<file path="src/rtl/regfile.sv">
// ---------------------------------------------------------------------------
// regfile
//
// General-purpose register file for the 5-stage MIPS core. It sits at the
// consuming end of the write-back path: it registers the we/waddr/wdata
// triple coming out of the MEM/WB pipeline register. It also provides two
// combinational read ports to the ID stage and keeps a running count of
// committed write-backs.
//
// Register 0 is hardwired to zero. Writes to index 0 are dropped and do
// not count as commits.
//
// Optional feature (compile-time macro REGFILE_BYPASS_EN):
//   defined   - write-through forwarding. A read of the register being
//               written in the same cycle returns wdata.
//   undefined - reads always return stored contents. The new value is
//               visible one cycle after the write.
//
// Ports:
//   clk     in   1       core clock, rising-edge active
//   rst     in   1       asynchronous reset, active low
//   we      in   1       write enable from write-back
//   waddr   in   ADDR_W  write register index
//   wdata   in   DATA_W  write data
//   re1     in   1       read port 1 enable
//   raddr1  in   ADDR_W  read port 1 index
//   rdata1  out  DATA_W  read port 1 data (combinational)
//   re2     in   1       read port 2 enable
//   raddr2  in   ADDR_W  read port 2 index
//   rdata2  out  DATA_W  read port 2 data (combinational)
//   wr_cnt  out  CNT_W   committed non-zero-index writes since reset (wraps)
// ---------------------------------------------------------------------------
module regfile #(
    parameter int DATA_W = 32,
    parameter int ADDR_W = 5,
    parameter int CNT_W  = 32
) (
    input  logic              clk,
    input  logic              rst,
    input  logic              we,
    input  logic [ADDR_W-1:0] waddr,
    input  logic [DATA_W-1:0] wdata,
    input  logic              re1,
    input  logic [ADDR_W-1:0] raddr1,
    output logic [DATA_W-1:0] rdata1,
    input  logic              re2,
    input  logic [ADDR_W-1:0] raddr2,
    output logic [DATA_W-1:0] rdata2,
    output logic [CNT_W-1:0]  wr_cnt
);

    localparam int              DEPTH   = 1 << ADDR_W;
    localparam logic [CNT_W-1:0] CNT_ONE = 1;

    logic [DATA_W-1:0] regs_q [DEPTH];
    logic [CNT_W-1:0]  wr_cnt_q;
    logic [CNT_W-1:0]  wr_cnt_d;
    logic              commit;
    logic              hit1;
    logic              hit2;

    // A write only commits when it targets a real register.
    assign commit   = we && (waddr != '0);
    assign wr_cnt_d = commit ? (wr_cnt_q + CNT_ONE) : wr_cnt_q;

    always_ff @(posedge clk or negedge rst) begin
        if (!rst) begin
            for (int i = 0; i < DEPTH; i++) begin
                regs_q[i] <= '0;
            end
            wr_cnt_q <= '0;
        end else begin
            wr_cnt_q <= wr_cnt_d;
            if (commit) begin
                regs_q[waddr] <= wdata;
            end
        end
    end

`ifdef REGFILE_BYPASS_EN
    // Same-cycle forwarding of the write-back value. This closes the WB->ID
    // hazard without an external forward path.
    assign hit1 = commit && (raddr1 == waddr);
    assign hit2 = commit && (raddr2 == waddr);
`else
    assign hit1 = 1'b0;
    assign hit2 = 1'b0;
`endif

    // Read mux priority: reset, enable, index 0, bypass, storage.
    // Reset gating is combinational, so outputs drop to 0 as soon as rst
    // falls. They do not wait for the storage flops to clear.
    function automatic logic [DATA_W-1:0] read_port(
        input logic              rst_lvl,
        input logic              ren,
        input logic [ADDR_W-1:0] ra,
        input logic              hit,
        input logic [DATA_W-1:0] fwd,
        input logic [DATA_W-1:0] stored
    );
        logic [DATA_W-1:0] r;
        r = '0;
        if (!rst_lvl || !ren || (ra == '0)) begin
            r = '0;
        end else if (hit) begin
            r = fwd;
        end else begin
            r = stored;
        end
        return r;
    endfunction

    always_comb begin
        rdata1 = read_port(rst, re1, raddr1, hit1, wdata, regs_q[raddr1]);
        rdata2 = read_port(rst, re2, raddr2, hit2, wdata, regs_q[raddr2]);
    end

    assign wr_cnt = wr_cnt_q;

endmodule

</file>
<file path="config.mk">
export PLATFORM = sky130hd
export DESIGN_NAME = regfile
export DESIGN_NICKNAME = d
export VERILOG_FILES = /design/src/rtl/regfile.sv
export SDC_FILE = /design/constraint.sdc
export NUM_CORES = 2
export LEC_CHECK = 0
export CORE_MARGIN = 5
export CORE_UTILIZATION = 48
export DETAILED_ROUTE_END_ITERATION = 7
export PLACE_DENSITY_LB_ADDON = 0.05
export SLEW_MARGIN = 20
export SYNTH_ARGS = -nofsm -noshare
export SYNTH_HDL_FRONTEND = slang
export SYNTH_SLANG_ARGS = --single-unit
</file>
<file path="constraint.sdc">
create_clock -name clk -period 2.5 [get_ports clk]
set_input_delay 0.5 -clock clk [delete_from_list [all_inputs] [get_ports clk]]
set_output_delay 0.5 -clock clk [all_outputs]
set_load 0.02 [all_outputs]
</file>
Word level (Yosys, flattened, before mapping) --
Index checks and enable logic that the tools add are counted.
Storage, ports and cells: input bits 52, logic and storage cells 64, output and inout port bits 96, bits in registers 1056
Operators by class: $lt $le $gt $ge 4, bitwise logic cells 3, reductions and logical operators 12, $add $sub $neg 1, multiplexer cells 11
Operators with widths (count):
- $bwmux 1024 | 1
- $bmux 32 s5 | 2
- $mux 32 | 7
- $demux 32 s5 | 1
- $add 32x1->32 const B | 1
- $ge 6x6->1 const B | 3
- $not 5->6 | 3
- $logic_not 5->1 | 2
- $lt 6x1->1 const B | 1
- $reduce_bool 5->1 | 1
- $logic_or 1x1->1 | 4
- $logic_not 1->1 | 3
- $logic_and 1x1->1 | 2

Longest topological paths before layout --
word-level depth 6, mapped depth 9, depth with buffers taken out 5

Worst setup path after synthesis --
OpenSTA, ideal clock, no wires.
kind in2out, from in raddr1[1], to out rdata1[14], setup slack -0.104 ns, data arrival time 2.104 ns, stages 8, buffers on the path 4, data required time 2.000 ns, path through buf_2 buf_2 buf_4 nor4_1 nor3_1 clkbuf_1 nand3_1 a31oi_1
On the way: cells in the longest elaborated chain, start to end 5, elaborated cells on any way between the ends 7, classes of those cells mux (4); bitwise (1); reduce/logical (2)
RTL lines:
- from (decl) | line 44 | input logic [ADDR_W-1:0] raddr1,
- $not 5->6 (not written as such) | line 114 | rdata1 = read_port(rst, re1, raddr1, hit1, wdata, regs_q[raddr1]);
- $bmux 32 s5 | line 114
- $mux 32 (not written as such) (2 in a row) | line 114
- $mux 32 * | line 103 | if (!rst_lvl || !ren || (ra == '0)) begin
- to (decl) | line 45 | output logic [DATA_W-1:0] rdata1,
Every way passes the cells marked *; elsewhere a longest branch is shown, timed or not. The select of a mux whose other input is x is not followed.

Final worst setup path --
from reg regs_q[531] in the netlist's numbering, to out rdata1[19]
On the way: cells in the longest elaborated chain, start to end 4
RTL lines:
- from (decl) | line 55 | logic [DATA_W-1:0] regs_q [DEPTH];
- from (signal, indexed assignment) | line 75 | regs_q[waddr] <= wdata;
- $bmux 32 s5 | line 114
- $mux 32 (not written as such) (2 in a row) | line 114
- $mux 32 | line 103
Every way passes these cells. The select of a mux whose other input is x is not followed.

==> results_dict.tcl <==
set metrics [dict create \
    drv_slew 0 \
    fin_crit_ns 3.14 \
    fmax_mhz 319 \
    path_common_cell "buf_6" \
    gp_congestion 0.842 \
    cts_tree "yes" \
    rsz0062_at_grt "yes" \
    grt.total_usage_pct 30.9 \
    dp.cells 6002 \
    path_clk_slew_ns 0.06 \
    cts_root_buffer "clkbuf_16" \
    met3_wirelength_um 11500 \
    reg2reg_slack_ns 0.57 \
    ys_ff_latch 1056 \
    finalHoldViolations 0 \
    yosysTopAreaCell "dfrtp_1" \
    synthesis.area_um2 56600 \
    crit_type "reg2out" \
    first_pass_iters 5 \
    tightestPinTransition_ns 1.19 \
    p_leak_uw 0.0320 \
    die_x_um 353 \
    drt_wl_total_um 196000 \
    die-area_um2 125000 \
    muxShareOfSynthArea_pct 40.7 \
    grt_overflow 0 \
    grt_max_degree 168 \
    synth_warnings 0 \
    top_layer "met5" \
    synth_edf_count 0 \
    synth-adder-area-share_pct 0.0221 \
    cts_max_path_buffers 3 \
    grt_pass1_vias 40555 \
    worst-path-buf-inv 3 \
    fin_nets 4738 \
    synth_area_leaders "dfrtp_1 (47%), mux2_2 (20%), mux4_2 (13%)" \
    dp_slack_ns -1.17 \
    ys_types 49 \
    worstPathCellList "buf_6 -> mux4_2 -> mux2i_1 -> buf_4 -> nor2_2 -> a311oi_2 -> a31oi_4 -> buf_6" \
    syn2layout_area_growth_pct 26.3 \
    worstPathRequired_ns 2.00 \
    synth_compound_area_share_pct 4.98 \
    core-area_um2 118000 \
    synth_xor_area_share_pct 0.480 \
    cpMaxStageDelayCell "mux4_2" \
    initial_core_util_pct 48.1 \
    antenna_found_initial 4 \
    worst_setup_path_start_kind "flip-flop" \
    rr_worst_depth 5 \
    port-buffer-count 147 \
    setup_viol 64 \
    synth_ff_type "dfrtp_1" \
    m1WireLength_um 88100 \
    endpoint_kind "output pin" \
    yosysTopAreaCellShare_pct 46.7 \
    hp-class "in2async" \
    power_density_nw_per_um2 731 \
    htreeDepth 3 \
    synth_cells 4119 \
    synth_top_family_by_area "multiplexers" \
    drive_above_1_share_pct 54.4 \
    max_cap_viol_count 0 \
    fin_crit_sh_pct 125 \
    max_slew_margin_pct 20.0 \
    setup_slack_ns -0.636 \
    cp.depth 8 \
    crit_path_max_incr_delay_ns 0.44 \
    violations "setup timing" \
    first_iter_violations 3678 \
    critPathArrivalTime_ns 2.64 \
    clk_latency_ns 0.73 \
    num_io_pins 148 \
    synth_seq_area_share_pct 46.7 \
    dp_hpwl_um 131000 \
    cts_sinks 1056 \
    wire_per_inst_um 31.0 \
    die_h_um 353 \
    crit_path_start "regs_q[531]" \
    critPathTopFamily "multiplexers" \
    vias 39898 \
    drc 0 \
    worst_r2r_endpoint "wr_cnt[28]" \
    cts_buffers 121 \
    final-instance-count-excl-fill 6315 \
    worstPathMaxFanout 2 \
    status "complete, but fails checks" \
    async_reset_ff_share_pct 100 \
    synthSimpleGateAreaFrac_pct 3.27 \
    antenna_left 0 \
    wl_met2_um 90700 \
    finalClockSkew_ns 0.0134 \
    num_rows 126 \
    fillerInstances 9277 \
    syn-num-nets 4172 \
    r2r_start "wr_cnt[3]" \
    synth.avg_cell_area_um2 13.7 \
    crit_end "rdata1[19]" \
    grt_pass1_wl_um 287000 \
    vias_per_cell 6.32 \
    peakVddDrop_v 0.000573 \
]
[cell families after synthesis]
logic type | count (synthesis)
AND/OR/NAND/NOR | 405
XOR/XNOR | 31
buffers and inverters | 461
multiplexers | 1763
flip-flops | 1056
adder cells (fa/ha/maj) | 1
AO/OA/AOI/OAI | 402
[where the power goes]
part | total [uW] | internal, uW | switching [uW]
Combinational | 12300 | 7220 | 5060
Clock | 17300 | 10000 | 7300
Sequential | 22700 | 20300 | 2340
Total | 52200 | 37500 | 14700
[registers in the layout, summed over array words and instances (netlist names)]
signal / cells
wr_cnt: 32
regs_q: 1024
[worst register-to-register path, delay by kind of cell, from the launching register on]
kind	cells	cell delay, ns
XOR/XNOR	1	0.18
flip-flops	1	0.44
AND/OR/NAND/NOR	4	1.25
[final cells by class]
type | instances | area (um2) | share of cell area (%)
antenna | 2 | 5.00 | 0.00700
clock buffer | 194 | 3700 | 5.17
clock inverter | 21 | 135 | 0.189
inverter | 8 | 32.5 | 0.0455
multi-input combinational | 2603 | 29800 | 41.7
sequential | 1056 | 26400 | 37.0
tap | 1536 | 1920 | 2.69
timing repair buffer | 895 | 9480 | 13.3
[per-stage QoR]
| stage | setup TNS [ns] | hold slack, ns | cell area [um2] | util, % | power (uW) |
|---|---|---|---|---|---|
| 4_1_cts | -29.87 | 0.0568 | 70600 | 60.0 | 52100 |
| 6_report | -26.86 | 0.0693 | 71500 | 60.8 | 52200 |
| 5_1_grt | -31.38 | 0.113 | 71500 | 60.8 | 54500 |
| 3_3_place_gp | -137.06 | 0.377 | 65100 | 55.4 | 33900 |
| 3_5_place_dp | -142.49 | 0.382 | 65100 | 55.4 | 34200 |
| 2_1_floorplan | -0.450 | 0.204 | 56800 | - | 29700 |
[timing repair]
| item | in CTS | in global routing |
|---|---|---|
| hold buffers | 0 | 0 |
| resized for setup | 481 | 108 |
| pin swaps | 111 | 51 |
| buffers inserted | 59 | 48 |
| hold endpoints to repair | 0 | 0 |
| gates cloned | 2 | 2 |
| endpoints found under the setup margin | 64 | 64 |
[layer usage]
layer	GRT usage [%]	vias to the layer above
met4	7.79	2
met3	4.82	279
met1	45.5	21560
met5	0	-
met2	48.4	1290
li1	-	16767
[cells in the final DEF, fill, tap and decap left out, types with 9 or more instances in the layout]
| cell type | count |
|---|---|
| dfrtp_1 | 1056 |
| mux2_2 | 992 |
| buf_4 | 546 |
| mux2i_1 | 397 |
| mux4_2 | 328 |
| buf_12 | 151 |
| a22oi_1 | 139 |
| nand2_1 | 133 |
| clkbuf_16 | 126 |
| buf_6 | 98 |
| clkdlybuf4s50_1 | 70 |
| nor2_1 | 53 |
| nand3_1 | 50 |
| nand2_2 | 37 |
| clkbuf_1 | 37 |
| clkbuf_8 | 33 |
| a21oi_2 | 28 |
| a31oi_4 | 28 |
| a211oi_2 | 27 |
| mux2_4 | 26 |
| nand2b_1 | 22 |
| a21oi_1 | 20 |
| clkinv_2 | 18 |
| o21ai_0 | 17 |
| a311oi_2 | 17 |
| a221oi_1 | 17 |
| xnor2_1 | 17 |
| nor2b_1 | 16 |
| mux2_1 | 16 |
| nor2_4 | 14 |
| o211ai_1 | 14 |
| xor2_1 | 14 |
| a31oi_1 | 13 |
| a211oi_1 | 12 |
| a31oi_2 | 12 |
| nand2_4 | 12 |
| buf_16 | 11 |
| o21ai_1 | 9 |
| nor3_1 | 9 |
[synth_stat cells, types with 7 or more instances]
cell type and instances:
nand3_1 56, mux2_1 16, mux4_2 328, xnor2_1 17, nor3_1 11, buf_1 31, a31oi_1 53, a22oi_1 142
o21ai_0 28, inv_1 7, nand2_1 182, a21oi_1 56, buf_6 11, and3_1 10, a221oi_1 27, mux2_2 1018
buf_2 158, dfrtp_1 1056, a211oi_1 46, buf_4 39, o211ai_1 14, xor2_1 14, clkbuf_1 213, a311oi_1 23
nand2b_1 23, nor2b_1 23, nor2_1 71, mux2i_1 401
[worst min-delay path by stage]
stage / endpoint / slack, ns / cells after the start
global placement: regs_q[998] / 0.38 / 0
global route: regs_q[25] / 0.11 / 3
floorplan: regs_q[0] / 0.20 / 0
finish: regs_q[25] / 0.07 / 3
detailed placement: regs_q[993] / 0.38 / 0
CTS: regs_q[25] / 0.06 / 3
Power figures use the tool's default switching activity.
